### src/rtl/snoop_bus_ctrl_if.sv
// Bus bundle between snoop_bus_ctrl (master) and its cache controllers (slave):
// requests, snoop broadcast/replies, responses and optional statistics.
interface snoop_bus_ctrl_if #(
  parameter int unsigned NPROC  = 3,
  parameter int unsigned ADDR_W = 3,
  parameter int unsigned DATA_W = 3
);
  logic [NPROC-1:0]        req;
  logic [2*NPROC-1:0]      req_cmd;
  logic [ADDR_W*NPROC-1:0] req_addr;
  logic [DATA_W*NPROC-1:0] req_data;
  logic [NPROC-1:0]        gnt;
  logic                    bus_valid;
  logic [1:0]              bus_cmd;
  logic [ADDR_W-1:0]       bus_addr;
  logic [NPROC-1:0]        bus_src;
  logic [NPROC-1:0]        snoop_shared;
  logic [NPROC-1:0]        snoop_dirty;
  logic [DATA_W*NPROC-1:0] snoop_wb_data;
  logic                    resp_valid;
  logic [DATA_W-1:0]       resp_data;
  logic                    resp_shared;
  logic                    err;
  logic                    busy;
  logic [15:0]             stat_txn;
  logic [15:0]             stat_interv;

  modport master (
    input  req, req_cmd, req_addr, req_data, snoop_shared, snoop_dirty, snoop_wb_data,
    output gnt, bus_valid, bus_cmd, bus_addr, bus_src, resp_valid, resp_data, resp_shared,
           err, busy, stat_txn, stat_interv
  );

  modport slave (
    output req, req_cmd, req_addr, req_data, snoop_shared, snoop_dirty, snoop_wb_data,
    input  gnt, bus_valid, bus_cmd, bus_addr, bus_src, resp_valid, resp_data, resp_shared,
           err, busy, stat_txn, stat_interv
  );
endinterface

### src/rtl/snoop_bus_ctrl.sv
// Round-robin snooping bus controller owning the shared data memory.
// Define SNOOP_STATS_EN to enable the saturating stat_txn/stat_interv counters.
module snoop_bus_ctrl #(
  parameter int unsigned NPROC      = 3,
  parameter int unsigned ADDR_W     = 3,
  parameter int unsigned DATA_W     = 3,
  parameter int unsigned SNOOP_WAIT = 1
) (
  input logic              clock,
  input logic              clear,
  snoop_bus_ctrl_if.master bus
);
  localparam int unsigned PtrW  = $clog2(NPROC);
  localparam int unsigned Depth = 2 ** ADDR_W;

  typedef enum logic [2:0] {StIdle, StBcast, StWait, StEval, StResp} state_e;

  state_e              state_q, state_d;
  logic [PtrW-1:0]     ptr_q, ptr_d;
  logic [3:0]          cnt_q, cnt_d;
  logic [DATA_W-1:0]   data_q, data_d;
  logic [NPROC-1:0]    shared_m_q, shared_m_d;
  logic [NPROC-1:0]    dirty_m_q, dirty_m_d;
  logic [DATA_W-1:0]   wb_q, wb_d;
  logic [NPROC-1:0]    gnt_q, gnt_d;
  logic                bus_valid_q, bus_valid_d;
  logic [1:0]          bus_cmd_q, bus_cmd_d;
  logic [ADDR_W-1:0]   bus_addr_q, bus_addr_d;
  logic [NPROC-1:0]    bus_src_q, bus_src_d;
  logic                resp_valid_q, resp_valid_d;
  logic [DATA_W-1:0]   resp_data_q, resp_data_d;
  logic                resp_shared_q, resp_shared_d;
  logic                err_q, err_d;
  logic [DATA_W-1:0]   mem_q [Depth];
  logic                mem_we;
  logic [DATA_W-1:0]   mem_wdata;
  logic                winner_found;
  logic [PtrW-1:0]     winner, idx;
  logic [NPROC-1:0]    dirty_now;
  logic [DATA_W-1:0]   wb_sel;

  // First requester strictly after the pointer, wrapping; the pointer itself is last.
  always_comb begin
    winner_found = 1'b0;
    winner       = '0;
    idx          = '0;
    for (int k = 1; k <= int'(NPROC); k++) begin
      idx = PtrW'((int'(ptr_q) + k) % int'(NPROC));
      if (!winner_found && bus.req[idx]) begin
        winner_found = 1'b1;
        winner       = idx;
      end
    end
  end

  // The originator never intervenes on its own transaction.
  always_comb begin
    dirty_now = bus.snoop_dirty & ~gnt_q;
    wb_sel    = '0;
    for (int i = int'(NPROC) - 1; i >= 0; i--) begin
      if (dirty_now[i]) wb_sel = bus.snoop_wb_data[i*int'(DATA_W) +: DATA_W];
    end
  end

  always_comb begin
    state_d       = state_q;
    ptr_d         = ptr_q;
    cnt_d         = cnt_q;
    data_d        = data_q;
    shared_m_d    = shared_m_q;
    dirty_m_d     = dirty_m_q;
    wb_d          = wb_q;
    gnt_d         = gnt_q;
    bus_valid_d   = 1'b0;
    bus_cmd_d     = bus_cmd_q;
    bus_addr_d    = bus_addr_q;
    bus_src_d     = bus_src_q;
    resp_valid_d  = 1'b0;
    resp_data_d   = resp_data_q;
    resp_shared_d = resp_shared_q;
    err_d         = err_q;
    mem_we        = 1'b0;
    mem_wdata     = data_q;
    unique case (state_q)
      StIdle: begin
        if (winner_found) begin
          gnt_d       = NPROC'(1) << winner;
          bus_src_d   = NPROC'(1) << winner;
          ptr_d       = winner;
          bus_cmd_d   = bus.req_cmd[int'(winner)*2 +: 2];
          bus_addr_d  = bus.req_addr[int'(winner)*int'(ADDR_W) +: ADDR_W];
          data_d      = bus.req_data[int'(winner)*int'(DATA_W) +: DATA_W];
          bus_valid_d = 1'b1;
          state_d     = StBcast;
        end
      end
      StBcast: begin
        cnt_d   = 4'(SNOOP_WAIT);
        state_d = StWait;
      end
      StWait: begin
        cnt_d = cnt_q - 4'd1;
        if (cnt_q == 4'd1) begin
          shared_m_d = bus.snoop_shared & ~gnt_q;
          dirty_m_d  = dirty_now;
          wb_d       = wb_sel;
          state_d    = StEval;
        end
      end
      StEval: begin
        if (bus_cmd_q == 2'b00) begin
          mem_we      = 1'b1;
          mem_wdata   = data_q;
          resp_data_d = data_q;
        end else if (|dirty_m_q) begin
          mem_we      = 1'b1;
          mem_wdata   = wb_q;
          resp_data_d = wb_q;
        end else if (bus_cmd_q == 2'b11) begin
          resp_data_d = '0;
        end else begin
          resp_data_d = mem_q[bus_addr_q];
        end
        resp_shared_d = bus_cmd_q[1] ? 1'b0 : |shared_m_q;
        // More than one modified copy is a coherence violation.
        if ((dirty_m_q & (dirty_m_q - NPROC'(1))) != '0) err_d = 1'b1;
        resp_valid_d = 1'b1;
        state_d      = StResp;
      end
      StResp: begin
        gnt_d   = '0;
        state_d = StIdle;
      end
      default: state_d = StIdle;
    endcase
  end

  always_ff @(posedge clock or negedge clear) begin
    if (!clear) begin
      state_q       <= StIdle;
      ptr_q         <= PtrW'(NPROC - 1);
      cnt_q         <= '0;
      data_q        <= '0;
      shared_m_q    <= '0;
      dirty_m_q     <= '0;
      wb_q          <= '0;
      gnt_q         <= '0;
      bus_valid_q   <= 1'b0;
      bus_cmd_q     <= '0;
      bus_addr_q    <= '0;
      bus_src_q     <= '0;
      resp_valid_q  <= 1'b0;
      resp_data_q   <= '0;
      resp_shared_q <= 1'b0;
      err_q         <= 1'b0;
      for (int i = 0; i < int'(Depth); i++) mem_q[i] <= '0;
    end else begin
      state_q       <= state_d;
      ptr_q         <= ptr_d;
      cnt_q         <= cnt_d;
      data_q        <= data_d;
      shared_m_q    <= shared_m_d;
      dirty_m_q     <= dirty_m_d;
      wb_q          <= wb_d;
      gnt_q         <= gnt_d;
      bus_valid_q   <= bus_valid_d;
      bus_cmd_q     <= bus_cmd_d;
      bus_addr_q    <= bus_addr_d;
      bus_src_q     <= bus_src_d;
      resp_valid_q  <= resp_valid_d;
      resp_data_q   <= resp_data_d;
      resp_shared_q <= resp_shared_d;
      err_q         <= err_d;
      if (mem_we) mem_q[bus_addr_q] <= mem_wdata;
    end
  end

  assign bus.gnt         = gnt_q;
  assign bus.bus_valid   = bus_valid_q;
  assign bus.bus_cmd     = bus_cmd_q;
  assign bus.bus_addr    = bus_addr_q;
  assign bus.bus_src     = bus_src_q;
  assign bus.resp_valid  = resp_valid_q;
  assign bus.resp_data   = resp_data_q;
  assign bus.resp_shared = resp_shared_q;
  assign bus.err         = err_q;
  assign bus.busy        = (state_q != StIdle);

`ifdef SNOOP_STATS_EN
  logic [15:0] stat_txn_q, stat_txn_d;
  logic [15:0] stat_interv_q, stat_interv_d;

  always_comb begin
    stat_txn_d    = stat_txn_q;
    stat_interv_d = stat_interv_q;
    if (state_q == StResp && stat_txn_q != 16'hFFFF) stat_txn_d = stat_txn_q + 16'd1;
    if (state_q == StEval && |dirty_m_q && stat_interv_q != 16'hFFFF) begin
      stat_interv_d = stat_interv_q + 16'd1;
    end
  end

  always_ff @(posedge clock or negedge clear) begin
    if (!clear) begin
      stat_txn_q    <= '0;
      stat_interv_q <= '0;
    end else begin
      stat_txn_q    <= stat_txn_d;
      stat_interv_q <= stat_interv_d;
    end
  end

  assign bus.stat_txn    = stat_txn_q;
  assign bus.stat_interv = stat_interv_q;
`else
  assign bus.stat_txn    = '0;
  assign bus.stat_interv = '0;
`endif
endmodule

### src/flat_wrapper.sv
// flat-port wrapper written by rule: the top's interface ports become plain ports
module snoop_bus_ctrl_flat 
#(
  parameter int unsigned NPROC      = 3,
  parameter int unsigned ADDR_W     = 3,
  parameter int unsigned DATA_W     = 3,
  parameter int unsigned SNOOP_WAIT = 1
)
  (clock, clear, bus_req, bus_req_cmd, bus_req_addr, bus_req_data, bus_snoop_shared, bus_snoop_dirty, bus_snoop_wb_data, bus_gnt, bus_bus_valid, bus_bus_cmd, bus_bus_addr, bus_bus_src, bus_resp_valid, bus_resp_data, bus_resp_shared, bus_err, bus_busy, bus_stat_txn, bus_stat_interv);
  snoop_bus_ctrl_if #(.NPROC(NPROC), .ADDR_W(ADDR_W), .DATA_W(DATA_W)) bus_i ();
  input logic clock;
  input logic clear;
  input wire logic [$bits(bus_i.req)-1:0] bus_req;
  input wire logic [$bits(bus_i.req_cmd)-1:0] bus_req_cmd;
  input wire logic [$bits(bus_i.req_addr)-1:0] bus_req_addr;
  input wire logic [$bits(bus_i.req_data)-1:0] bus_req_data;
  input wire logic [$bits(bus_i.snoop_shared)-1:0] bus_snoop_shared;
  input wire logic [$bits(bus_i.snoop_dirty)-1:0] bus_snoop_dirty;
  input wire logic [$bits(bus_i.snoop_wb_data)-1:0] bus_snoop_wb_data;
  output wire logic [$bits(bus_i.gnt)-1:0] bus_gnt;
  output wire logic [$bits(bus_i.bus_valid)-1:0] bus_bus_valid;
  output wire logic [$bits(bus_i.bus_cmd)-1:0] bus_bus_cmd;
  output wire logic [$bits(bus_i.bus_addr)-1:0] bus_bus_addr;
  output wire logic [$bits(bus_i.bus_src)-1:0] bus_bus_src;
  output wire logic [$bits(bus_i.resp_valid)-1:0] bus_resp_valid;
  output wire logic [$bits(bus_i.resp_data)-1:0] bus_resp_data;
  output wire logic [$bits(bus_i.resp_shared)-1:0] bus_resp_shared;
  output wire logic [$bits(bus_i.err)-1:0] bus_err;
  output wire logic [$bits(bus_i.busy)-1:0] bus_busy;
  output wire logic [$bits(bus_i.stat_txn)-1:0] bus_stat_txn;
  output wire logic [$bits(bus_i.stat_interv)-1:0] bus_stat_interv;
  assign bus_i.req = bus_req;
  assign bus_i.req_cmd = bus_req_cmd;
  assign bus_i.req_addr = bus_req_addr;
  assign bus_i.req_data = bus_req_data;
  assign bus_i.snoop_shared = bus_snoop_shared;
  assign bus_i.snoop_dirty = bus_snoop_dirty;
  assign bus_i.snoop_wb_data = bus_snoop_wb_data;
  assign bus_gnt = bus_i.gnt;
  assign bus_bus_valid = bus_i.bus_valid;
  assign bus_bus_cmd = bus_i.bus_cmd;
  assign bus_bus_addr = bus_i.bus_addr;
  assign bus_bus_src = bus_i.bus_src;
  assign bus_resp_valid = bus_i.resp_valid;
  assign bus_resp_data = bus_i.resp_data;
  assign bus_resp_shared = bus_i.resp_shared;
  assign bus_err = bus_i.err;
  assign bus_busy = bus_i.busy;
  assign bus_stat_txn = bus_i.stat_txn;
  assign bus_stat_interv = bus_i.stat_interv;
  snoop_bus_ctrl #(.NPROC(NPROC), .ADDR_W(ADDR_W), .DATA_W(DATA_W), .SNOOP_WAIT(SNOOP_WAIT)) u_core (.clock(clock), .clear(clear), .bus(bus_i));
endmodule
### config.mk
export PLATFORM = sky130hd
export DESIGN_NAME = snoop_bus_ctrl_flat
export DESIGN_NICKNAME = d
export VERILOG_FILES = /design/src/rtl/snoop_bus_ctrl_if.sv /design/src/rtl/snoop_bus_ctrl.sv /design/src/flat_wrapper.sv
export SDC_FILE = /design/constraint.sdc
export NUM_CORES = 1
export LEC_CHECK = 0
export ABC_AREA = 1
export CAP_MARGIN = 15
export CELL_PAD_IN_SITES_DETAIL_PLACEMENT = 0
export CELL_PAD_IN_SITES_GLOBAL_PLACEMENT = 1
export CORE_ASPECT_RATIO = 1.25
export CORE_MARGIN = 2
export CORE_UTILIZATION = 35
export DETAILED_ROUTE_END_ITERATION = 8
export HOLD_SLACK_MARGIN = 0.12
export MAX_ROUTING_LAYER = met4
export PLACE_DENSITY = 0.88
export SYNTH_ARGS = -nofsm -noshare
export SYNTH_HDL_FRONTEND = slang
export SYNTH_SLANG_ARGS = --single-unit
### constraint.sdc
create_clock -name clock -period 2.3 [get_ports clock]
set_input_delay 0.46 -clock clock [delete_from_list [all_inputs] [get_ports clock]]
set_output_delay 0.46 -clock clock [all_outputs]
set_load 0.02 [all_outputs]
== Word-level counts from Yosys, hierarchy flattened ==
Index checks and enable logic that the tools add are counted.

* Add/subtract/negate cells: 5
* $mul: 1
* Divide/modulo/power cells: 3
* $lt $le $gt $ge: 5
* Eq/ne operators: 8
* Shifts and indexed selects: 4
* Multiplexer cells: 40
* Bitwise operators: 5
* Reduce and logical (&&, ||, !) cells: 18

{| class="wikitable"
|+ Operators with widths
! kind !! count
|-
| remainder unit 32 x 3 -> 32 bit (second input constant) || 3
|-
| variable part select 9 x 32 -> 3 bit || 2
|-
| two-way mux 3 bit || 15
|-
| bitwise mux 24 bit || 1
|-
| two-way mux 1 bit || 13
|-
| one-hot mux 3 bit (4 select lines) || 1
|-
| AND reduction 2 bit || 5
|-
| bitwise AND 3 bit || 3
|-
| binary-select mux 3 bit (select 3 bit) || 1
|-
| demux 3 bit (select 3 bit) || 1
|-
| less-than comparator 2 x 3 -> 1 bit (second input constant) || 3
|-
| one-hot mux 4 bit (2 select lines) || 1
|-
| adder 2 x 2 -> 3 bit (second input constant) || 2
|-
| binary-select mux 1 bit (select 2 bit) || 3
|-
| equality test 3 x 2 -> 1 bit (second input constant) || 2
|-
| two-way mux 2 bit || 3
|-
| one-hot mux 3 bit (2 select lines) || 1
|-
| nonzero test 3 bit || 2
|-
| OR reduction 3 bit || 2
|-
| variable part select 6 x 4 -> 2 bit || 1
|-
| equality test 4 x 1 -> 1 bit (second input constant) || 1
|-
| greater-or-equal comparator 4 bit (second input constant) || 1
|-
| less-than comparator 4 x 1 -> 1 bit (second input constant) || 1
|-
| multiplier 2 x 2 -> 4 bit (second input constant) || 1
|-
| 15 further kinds || 20
|}

* Register bits after elaboration: 63
* Input port bits: 44
* Output and inout port bits: 51
* Word-level logic and storage cells: 113

== Longest topological paths before layout ==
Gate-level depths: netlist of the first run.

* Word-level depth: 14
* Mapped depth: 14
* Mapped depth without buffers: 13

== Least setup slack after synthesis of the first run ==
OpenSTA, ideal clock, no wires.

* Kind: register -> register
* From: register u_core.ptr_q[1]
* To: register u_core.bus_addr_q[2], in the netlist u_core.bus.bus_addr[2]
* Library setup time: 0.122 ns
* Data arrival time: 1.711 ns
* Required time: 2.178 ns
* Path slack: 0.467 ns
* Stages on the path, launching flop included: 10
* Path buffers: 0
* Clock period less this slack: 1.833 ns
* Path through: dfstp_2 -> ha_1 -> o21ai_0 -> nand2_2 -> nand3_1 -> nand3_2 -> nand2_4 -> nand2_1 -> nand3_1 -> a21oi_2

* Word-level cells in the longest chain between the ends: 13
* Elaborated cells on any way between the ends: 25
* Those cells by class: add/sub (3); mul (1); div (3); shift (1); mux (12); reduce/logical (5)

{| class="wikitable"
|+ RTL lines
! what !! RTL line !! RTL
|-
| start: declaration || snoop_bus_ctrl.sv:19 || <nowiki>logic [PtrW-1:0] ptr_q, ptr_d;</nowiki>
|-
| start signal: assignment || snoop_bus_ctrl.sv:141 || <nowiki>ptr_q <= PtrW'(NPROC - 1);</nowiki>
|-
| start signal: assignment || snoop_bus_ctrl.sv:159 || <nowiki>ptr_q <= ptr_d;</nowiki>
|-
| adder 2 x 1 -> 3 bit || snoop_bus_ctrl.sv:48 || <nowiki>idx = PtrW'((int'(ptr_q) + k) % int'(NPROC));</nowiki>
|-
| remainder unit 32 x 3 -> 32 bit || snoop_bus_ctrl.sv:48 ||
|-
| binary-select mux 1 bit (select 2 bit) || snoop_bus_ctrl.sv:49 || <nowiki>if (!winner_found && bus.req[idx]) begin</nowiki>
|-
| two-way mux 1 bit (not written as such) || snoop_bus_ctrl.sv:49 ||
|-
| two-way mux 1 bit || snoop_bus_ctrl.sv:49 ||
|-
| zero test 1 bit || snoop_bus_ctrl.sv:49 ||
|-
| logical AND 1 bit || snoop_bus_ctrl.sv:49 ||
|-
| two-way mux 1 bit || snoop_bus_ctrl.sv:49 ||
|-
| zero test 1 bit || snoop_bus_ctrl.sv:49 ||
|-
| logical AND 1 bit || snoop_bus_ctrl.sv:49 ||
|-
| two-way mux 2 bit || snoop_bus_ctrl.sv:49 ||
|-
| multiplier 2 x 2 -> 4 bit || snoop_bus_ctrl.sv:91 || <nowiki>bus_addr_d = bus.req_addr[int'(winner)*int'(ADDR_W) +: ADDR_W];</nowiki>
|-
| variable part select 9 x 32 -> 3 bit || snoop_bus_ctrl.sv:91 ||
|-
| end signal: assignment || snoop_bus_ctrl.sv:168 || <nowiki>bus_addr_q <= bus_addr_d;</nowiki>
|-
| end: declaration || snoop_bus_ctrl.sv:28 || <nowiki>logic [ADDR_W-1:0] bus_addr_q, bus_addr_d;</nowiki>
|}

Parallel ways exist; a longest one is shown, timed or not. The select of a mux whose other input is x is not followed.
A chain may end at the register's enable or synchronous reset.

== Worst setup path after layout of the first run ==
* From: register u_core.state_q[2]
* To: output port bus_busy

* Word-level cells in the longest chain between the ends: 1

{| class="wikitable"
|+ RTL lines
! what !! RTL line !! RTL
|-
| start: declaration || snoop_bus_ctrl.sv:18 || <nowiki>state_e state_q, state_d;</nowiki>
|-
| start signal: assignment || snoop_bus_ctrl.sv:140 || <nowiki>state_q <= StIdle;</nowiki>
|-
| start signal: assignment || snoop_bus_ctrl.sv:158 || <nowiki>state_q <= state_d;</nowiki>
|-
| nonzero test 3 bit || snoop_bus_ctrl.sv:187 || <nowiki>assign bus.busy = (state_q != StIdle);</nowiki>
|-
| end: declaration || flat_wrapper.sv:29 || <nowiki>output wire logic [$bits(bus_i.busy)-1:0] bus_busy;</nowiki>
|}

No other way between the ends.

==> impl_metrics.toml, run 1 <==
[cts]
cts.clk_slew.worst_paths_ns = 0.05
cts_buffer_depth = 2
cts.sinks = 63
cts_max_level = 3
clk_latency_ns = 0.32
cts_tree = "done"
post_cts_buffers = 0
numCtsBuffers = 9
holdBufCountCts = 0
ctsResizeCount = 0
cts_root_buffer = "clkbuf_16"

[synth]
synth_cells = 449
synth_cell_types = 37
synth_compound_area_share_pct = 16.35
muxShareOfSynthArea_pct = 0
synth_fa_ha_area_share_pct = 2.105
synth_simple_gate_area_share_pct = 23.61
synth_area_per_cell_sq_um = 7.942
ys_ff_latch = 63
seq_area_frac_synth_pct = 44.25
synth-warning-count = 0
syn_area_sq_mm = 0.003566
synth_top_family_by_area = "simple AND/OR/NAND/NOR gates"
synth_xor_area_share_pct = 0.2456

[sta]
clock_skew_ns = 0.004406
worst_pin_slew_ns = 0.5411
rsz0062_at_grt = "false"
slew_headroom_pct = 63.93
finalSetupTns_ns = 0
fin_crit_ns = 2.127
hold_violations = 0
layout_setup_ws_ns = 0.1730
setup_viol = 0
fin_crit_sh_pct = 92.48
fmax_ghz = 0.4701
finalMaxSlewViolations = 0

[worst_setup_path]
cp.required_ns = 1.84
path_class = "reg -> out"
cp.arrival_ns = 1.67
end_kind = "output pin"
start_kind = "register"
cpPeakStageDelay_ns = 0.57
cp_num_buf_inv = 1
path_cells = "nor2_1 > nand2_1 > clkdlybuf4s50_1"
worstPathMaxFanout = 5
cp_slowest_cell = "clkdlybuf4s50_1"
crit_family = "buffers and inverters"

[route]
drtIter0Drc = 138
wl_per_cell_um = 12.82
drc = 0
dr.pass1.iters = 4
final_antenna_net_count = 0
num_vias = 3089
viasPerCell = 4.723
drt_wl_total_um = 8384

[power]
p_leak_uw = 0.002212
vdd_ir_drop_max_uv = 526.3
powerDensity_mw_per_mm2 = 1512

[global_route]
grt_use_total_pct = 16.43
grt_pass1_wl_um = 13680
grt_max_degree = 42
grt_pass1_vias = 2933
antenna_found_initial = 0
gr-total-overflow = 0

[final_layout]
final_layout_size_suffix_gt1_share_pct = 10.86
antenna_cells = 0
area_delta_synth_final_pct = 28.21
layout.nets = 571
stdcell_count = 654

[floorplanning]
die_y_um = 116.9
initial_core_util_pct = 35.65
core_sq_mm = 0.01000
die_x_um = 94.28
dieArea_sq_mm = 0.01102
io_pins = 95
row_count = 41

[status]
outcome = "finished, final reports clean"

[worst_hold_path]
hp-class = "in -> async"

[placement]
gp_congestion = 0.9489
dp.cells = 639
place_hpwl_um = 6602
numPortBuffers = 62
dp_slack_ns = 0.06973

[run]
drv_cap = 0
==> sequential cells by signal, indices dropped and copies added, names as in the netlist, 2 cells and up <==
signal and flops:
u_core.bus.bus_addr 3, u_core.cnt_q 4, u_core.shared_m_q 3, u_core.wb_q 3, u_core.data_q 3, u_core.mem_q 24, u_core.bus.bus_cmd 2, u_core.bus.bus_src 3
u_core.dirty_m_q 3, u_core.ptr_q 2, u_core.bus.gnt 3, u_core.state_q 3, u_core.bus.resp_data 3
==> area by class of cell <==
class                           count  area [sq um]
Multi-Input combinational cell    326          1629
Timing Repair Buffer               68         673.1
Sequential cell                    63          1578
Tap cell                          129         161.4
Inverter                           53         198.9
Clock buffer                       12         266.5
Clock inverter                      3         65.06
Fill cell                        1003          5431
==> Yosys cell counts <==
cell | count | area share [%]
buf_4 | 33 | 6.9
nand4_1 | 1 | 0.18
conb_1 | 1 | 0.11
o21ai_0 | 44 | 6.2
nand2_2 | 7 | 1.2
a21oi_2 | 8 | 2.0
o21bai_1 | 1 | 0.21
ha_1 | 6 | 2.1
nor2_1 | 26 | 2.7
a21boi_2 | 1 | 0.32
buf_2 | 2 | 0.28
nor3_4 | 1 | 0.46
nor3_1 | 2 | 0.28
clkbuf_1 | 2 | 0.21
xnor2_1 | 1 | 0.25
o21a_1 | 8 | 1.7
o21ai_1 | 9 | 1.3
o21ai_2 | 1 | 0.25
inv_2 | 5 | 0.53
nor3_2 | 2 | 0.56
inv_1 | 48 | 5.1
o22ai_1 | 8 | 1.4
nand3_1 | 38 | 5.3
nand2_1 | 98 | 10
dfstp_2 | 1 | 0.74
nor2_2 | 6 | 1.1
o31ai_1 | 1 | 0.21
nand3b_1 | 1 | 0.21
o211ai_1 | 1 | 0.21
buf_6 | 1 | 0.32
nor3b_1 | 1 | 0.21
nor4_1 | 1 | 0.18
dfrtp_1 | 62 | 44
a31oi_1 | 4 | 0.70
nand3_2 | 2 | 0.56
a21oi_1 | 14 | 2.0
nand2_4 | 1 | 0.32
==> cell usage in the layout, fill, tap and decap left out, drive strengths merged <==
master,synthesis,layout
conb,1,32
a31oi,4,4
clkdlybuf4s50,0,61
a21boi,1,1
o31ai,1,1
bufinv,0,2
nand3b,1,1
o21bai,1,1
nor3b,1,1
dfstp,1,1
xnor2,1,1
a21oi,22,22
nor2,32,32
o21a,8,8
inv,53,53
o22ai,8,8
nor3,5,5
nand3,40,40
ha,6,6
buf,36,7
clkbuf,2,12
o211ai,1,1
nand2,106,106
dfrtp,62,62
nor4,1,1
nand4,1,1
clkinv,0,1
o21ai,54,54
==> through the flow <==
step	total power, uW	util (%)	instance area, sq um	hold WS (ns)
global placement	5351	42.39	4240	0.4603
finish	6915	45.70	4572	0.1231
floorplan	4446	-	3682	0.1644
global route	7522	45.70	4572	0.1627
detailed placement	5442	42.39	4240	0.4667
CTS	6957	45.70	4572	0.1339
==> worst paths after layout <==
path	slack, ns	start	cells past startpoint	endpoint
worst max register to register	0.21	u_core.ptr_q[0]	9	u_core.bus.bus_cmd[0]
worst min register to register	0.48	u_core.bus.resp_data[2]	2	u_core.bus.resp_data[2]
max in group asynchronous	1.51	clear	2	u_core.ptr_q[1]
worst min-delay path	0.12	clear	1	u_core.mem_q[20]
min in group clock	0.48	u_core.bus.resp_data[2]	2	u_core.bus.resp_data[2]
worst max-delay path	0.17	u_core.state_q[2]	3	bus_busy
==> per-layer routing <==
layer	routed length, um	share of wire, %	track usage (%)
met1	3688	44	20.19
met2	4230	50	27.00
met3	296	3.5	2.497
met4	169	2.0	7.053
met5	0	0	-
==> worst reg2reg max path, cell delays in order (launching register included) <==
cell,delay [ns]
dfrtp_1,0.38
inv_1,0.09
ha_1,0.39
o21ai_0,0.24
nand2_2,0.12
a31oi_1,0.19
nand2_2,0.14
inv_1,0.21
nand3_1,0.13
a21oi_2,0.13
==> power by group <==
part | leakage (uW) | switching [uW] | internal (uW)
registers | 0.000788 | 342 | 1610
logic | 0.00126 | 2180 | 1290
clock network | 0.000165 | 466 | 1030
==> cells by family (layout without fill, tap and decap cells) <==
kind of cell,Yosys count,in the layout
AO/OA/AOI/OAI,100,100
XOR/XNOR,1,1
adder cells (fa/ha/maj),6,6
buffers and inverters,91,136
flip-flops,63,63
other,1,32
AND/OR/NAND/NOR,187,187
Note: power is estimated with default switching activity, not from simulation.
==> run 2: changes to the inputs <==
Settings changed: CORE_UTILIZATION 35 to 38, PLACE_DENSITY 0.88 to not set, PLACE_DENSITY_LB_ADDON set to 0.1.
Clock period 2.3 ns to 2.7 ns, I/O delays scaled along.
==> run 2 against run 1 <==
Against the previous run:
- sequential share of layout area grew 0.17 points
- worst hold slack better by 0.087 ns
- first-iteration DRC count decreased by 22%
- largest cell class unchanged
==> impl_metrics.toml, run 2 (same netlist as run 1, synthesis figures left out) <==
[status]
outcome = "finished, final reports clean"

[route]
final_antenna_net_count = 0
dr.pass1.iters = 5
num_vias = 2984
viasPerCell = 4.619
drt_wl_total_um = 8746
drtIter0Drc = 107
wl_per_cell_um = 13.54
drc = 0

[sta]
slew_headroom_pct = 63.33
finalMaxSlewViolations = 0
worst_pin_slew_ns = 0.5500
clock_skew_ns = 0.006750
hold_violations = 0
finalSetupTns_ns = 0
fin_crit_sh_pct = 83.86
fmax_ghz = 0.4416
layout_setup_ws_ns = 0.4357
fin_crit_ns = 2.264
rsz0062_at_grt = "false"
setup_viol = 0

[cts]
clk_latency_ns = 0.33
cts_max_level = 3
cts.sinks = 63
cts_buffer_depth = 2
cts.clk_slew.worst_paths_ns = 0.05
numCtsBuffers = 9
post_cts_buffers = 0
cts_root_buffer = "clkbuf_16"
holdBufCountCts = 0
ctsResizeCount = 0
cts_tree = "done"

[worst_setup_path]
end_kind = "output pin"
cpPeakStageDelay_ns = 0.71
worstPathMaxFanout = 18
cp.required_ns = 2.16
path_class = "reg -> out"
cp_slowest_cell = "clkdlybuf4s50_1"
cp.arrival_ns = 1.72
cp_num_buf_inv = 1
start_kind = "register"
crit_family = "buffers and inverters"
path_cells = "clkdlybuf4s50_1"

[placement]
numPortBuffers = 62
dp.cells = 631
gp_congestion = 0.8771
dp_slack_ns = 0.2635
place_hpwl_um = 6646

[global_route]
antenna_found_initial = 0
grt_use_total_pct = 18.88
global_route.usage.met2_pct = 31.89
grt_util_met3_pct = 4.430
grt_max_degree = 64
grt_pass1_wl_um = 14670
grt_pass1_vias = 3021
gr-total-overflow = 0
top_usage_layer = "met2"
grt_use_met1_pct = 22.74

[final_layout]
area_delta_synth_final_pct = 27.58
stdcell_count = 646
multi_input_area_sq_mm = 0.001629
layout.nets = 569
final_layout_size_suffix_gt1_share_pct = 10.52
layout_common_cells = "nand2_1, dfrtp_1, clkdlybuf4s50_1"
regMostFlops = "u_core.mem_q"
largest_reg_flops = 24
fill_cells = 917
top_regs = "u_core.mem_q: 24 flops, u_core.cnt_q: 4 flops"
regArea_sq_mm = 0.001578
antenna_cells = 0
final_common_cell = "nand2_1"

[floorplanning]
io_pins = 95
row_count = 39
die_y_um = 112.3
initial_core_util_pct = 39.08
dieArea_sq_mm = 0.01018
die_x_um = 90.65
core_sq_mm = 0.009125

[power]
powerDensity_mw_per_mm2 = 1294
vdd_ir_drop_max_uv = 646.1
p_leak_uw = 0.002202

[worst_hold_path]
hp-class = "in -> async"

[run]
drv_cap = 0
[run 2: cell types whose count changed in the layout (fill, tap and decap cells not counted), sizes merged]
cell,delta
buf,-2
[run 2: worst register-to-register path, stage by stage, from the launching register on]
cell and delay [ns]:
dfrtp_1 0.37, inv_1 0.08, ha_1 0.38, o21ai_0 0.24, nand2_2 0.12, a31oi_1 0.19
nand2_2 0.19, inv_1 0.25, nand3_1 0.14, a21oi_2 0.13
[run 2: area by class of cell]
type / instances / share of cell area, %
clock buffer: 12 / 5.858
inverter: 53 / 4.373
multi-input combinational: 326 / 35.81
tap: 123 / 3.383
sequential: 63 / 34.68
clock inverter: 3 / 1.430
timing repair buffer: 66 / 14.47
[run 2: power breakdown]
part,switching [uW],internal [uW]
Sequential,314,1370
Clock,402,876
Combinational,1850,1070
[run 2: path summary, 6_finish.rpt]
| check | from | end | slack [ns] | cells after the start |
|---|---|---|---|---|
| max | u_core.bus.bus_addr[0] | bus_bus_addr[0] | 0.44 | 1 |
| min | clear | u_core.mem_q[18] | 0.21 | 2 |
| max reg2reg | u_core.ptr_q[0] | u_core.bus.bus_cmd[1] | 0.53 | 9 |
| min reg2reg | u_core.cnt_q[3] | u_core.cnt_q[3] | 0.47 | 1 |
| max in group asynchronous | clear | u_core.ptr_q[1] | 2.15 | 2 |
| min in group clock | u_core.cnt_q[3] | u_core.cnt_q[3] | 0.47 | 1 |
[run 2: metrics by stage]
| stage | hold WS (ns) | cell area [sq um] | power (uW) | utilization, % |
|---|---|---|---|---|
| final | 0.2101 | 4549 | 5886 | 49.86 |
| after global routing | 0.2431 | 4549 | 6440 | 49.86 |
| after CTS | 0.2356 | 4549 | 5962 | 49.86 |
| after detailed placement | 0.4628 | 4218 | 4642 | 46.22 |
| after global placement | 0.4611 | 4218 | 4613 | 46.22 |
| after floorplan | 0.2444 | 3682 | 3788 | - |
[run 2: layer usage]
metal  part of all wire (%)  wire length (um)  up-vias
met5                      0                 0        -
met4                   0.88                77        0
met3                    4.1               355        4
met2                     50              4346       69
met1                     45              3967     1363
li1                       -                 -     1548
==> run 3: changes to the inputs <==
Settings changed: CORE_UTILIZATION 38 to 35.
Clock period 2.7 ns to 2.3 ns, I/O delays scaled along.
==> run 3 against run 2 <==
Against the previous run:
- setup slack lost 0.23 ns
- sequential share of layout area rose by 0.22 points
- total power increased by 14%
- sequential power grew 15%
- utilization down 4.7 points
- non-clock buffer count increased by 4
- first-iteration DRC count grew 31%
- design area fell by 0.63%
- sequential cell count did not move
- clock-buffer cell count fell by 1
- largest power group unchanged
==> impl_metrics.toml, run 3 (same netlist as run 1, synthesis figures left out) <==
[global_route]
grt_pass1_wl_um = 14530
antenna_found_initial = 0
grt_pass1_vias = 2932
gr-total-overflow = 0
grt_use_total_pct = 17.71
grt_max_degree = 64

[route]
final_antenna_net_count = 0
viasPerCell = 4.633
drtIter0Drc = 140
drt_wl_total_um = 8820
drc = 0
num_vias = 3039
dr.pass1.iters = 4
wl_per_cell_um = 13.45

[status]
outcome = "finished, final reports clean"

[cts]
holdBufCountCts = 0
post_cts_buffers = 0
numCtsBuffers = 9
cts_tree = "done"
clk_latency_ns = 0.32
cts.sinks = 63
cts.clk_slew.worst_paths_ns = 0.05
cts_max_level = 3
cts_root_buffer = "clkbuf_16"
cts_buffer_depth = 2

[worst_setup_path]
worstReg2RegEnd = "u_core.bus.bus_addr[2]"
cp_slowest_cell = "dfstp_2"
end_kind = "register"
cpMostUsedCell = "nand2_1"
path_cells = "ha_1 > inv_1 > nand2_1 > nand3_1 > nand2_1 > nand2_1 > nor2_2 > nand2_2 > nand2_2 > buf_4 > a21oi_1 > a21oi_2"
r2r_start = "u_core.ptr_q[1]"
reg2reg_slack_ns = 0.21
cp.arrival_ns = 2.34
start_kind = "register"
crit_family = "simple AND/OR/NAND/NOR gates"
cp_num_buf_inv = 2
ff2ff_path_depth = 12
cp.depth = 12
worstPathMaxFanout = 7
cp.required_ns = 2.55
path_class = "reg -> reg"
cpPeakStageDelay_ns = 0.55

[final_layout]
antenna_cells = 0
final_common_cell = "nand2_1"
final_layout_size_suffix_gt1_share_pct = 11.20
layout.nets = 573
final_core_util_pct = 45.19
area_delta_synth_final_pct = 26.77
layout_common_cells = "nand2_1, dfrtp_1, clkdlybuf4s50_1"
top_regs = "u_core.mem_q: 24 flops, u_core.cnt_q: 4 flops"
stdcell_area_sq_mm = 0.004521
largest_reg_flops = 24
regMostFlops = "u_core.mem_q"

[sta]
hold_violations = 0
clock_skew_ns = 0.005756
fin_crit_ns = 2.091
finalMaxSlewViolations = 0
layout_setup_ws_ns = 0.2087
setup_viol = 0
rsz0062_at_grt = "false"
finalSetupTns_ns = 0
fin_crit_sh_pct = 90.93
fmax_ghz = 0.4782

[placement]
place_hpwl_um = 6850
placed_area_sq_mm = 0.004255
dp_slack_ns = 0.01808
gp_congestion = 0.8691
numPortBuffers = 62

[power]
p_switching_uw = 3024
powerDensity_mw_per_mm2 = 1482
p_seq_share_pct = 29.0
p_leak_uw = 0.002188
p_comb_share_pct = 53.1
vdd_ir_drop_max_uv = 684.1
p_clk_share_pct = 18.0
swShare_pct = 45.15
p_int_uw = 3673

[floorplanning]
io_pins = 95
die_x_um = 94.28
die_y_um = 116.9
dieArea_sq_mm = 0.01102
initial_core_util_pct = 35.65
core_sq_mm = 0.01000
row_count = 41

[worst_hold_path]
hp-class = "in -> async"

[run]
drv_cap = 0
==> run 3: changes by cell type in the layout (fill, tap and decap cells not counted), sizes merged <==
| cell | delta |
|---|---|
| clkinvlp | +1 |
| buf | +4 |
| clkbuf | -1 |
| clkinv | +2 |
| bufinv | -2 |
==> run 3: worst reg2reg max path: stages, from the launching register on <==
cell	delay, ns
dfstp_2	0.55
ha_1	0.31
inv_1	0.09
nand2_1	0.08
nand3_1	0.08
nand2_1	0.10
nand2_1	0.07
nor2_2	0.13
nand2_2	0.06
nand2_2	0.16
buf_4	0.17
a21oi_1	0.08
a21oi_2	0.14
==> run 3: area by class of cell <==
cell class                 count  area, sq um
clock buffer                  11        242.7
clock inverter                 4        22.52
fill                        1011         5483
inverter                      53        198.9
multi-input combinational    326         1629
sequential                    63         1578
tap                          129        161.4
timing repair buffer          70        688.2
==> run 3: metrics by stage <==
stage	hold slack [ns]	power [uW]	cells
floorplan	0.1644	4446	480
global placement	0.4633	5467	641
detailed placement	0.4657	5524	641
CTS	0.1608	6755	656
global route	0.1696	7331	656
finish	0.1411	6697	656
==> run 3: worst max path at each step <==
stage               startpoint                      to
2_1_floorplan  u_core.ptr_q[1]  u_core.bus.bus_addr[2]
3_3_place_gp        bus_req[2]        u_core.data_q[1]
3_5_place_dp        bus_req[2]  u_core.bus.bus_addr[2]
4_1_cts        u_core.ptr_q[1]  u_core.bus.bus_addr[2]
5_1_grt        u_core.ptr_q[1]  u_core.bus.bus_addr[2]
6_report       u_core.ptr_q[1]  u_core.bus.bus_addr[2]
==> run 3: per-layer routing <==
| layer | track usage [%] | share of wire, % |
|---|---|---|
| met1 | 22.12 | 45 |
| met2 | 28.52 | 50 |
| met3 | 3.329 | 4.2 |
| met4 | 7.053 | 1.4 |
| met5 | - | 0 |
==> run 3: what timing repair did <==
item                       CTS  global route
setup endpoints to repair    0             1
hold endpoints to repair     0             0
gates resized for setup      0             2
==> run 3: power groups by stage <==
stage | combinational, uW | clock (uW) | sequential (uW)
6_report | 3560 | 1200 | 1940
5_1_grt | 4040 | 1290 | 2000
4_1_cts | 3580 | 1240 | 1940
3_5_place_dp | 3570 | 0 | 1950
3_3_place_gp | 3520 | 0 | 1950
2_1_floorplan | 2420 | 0 | 2020
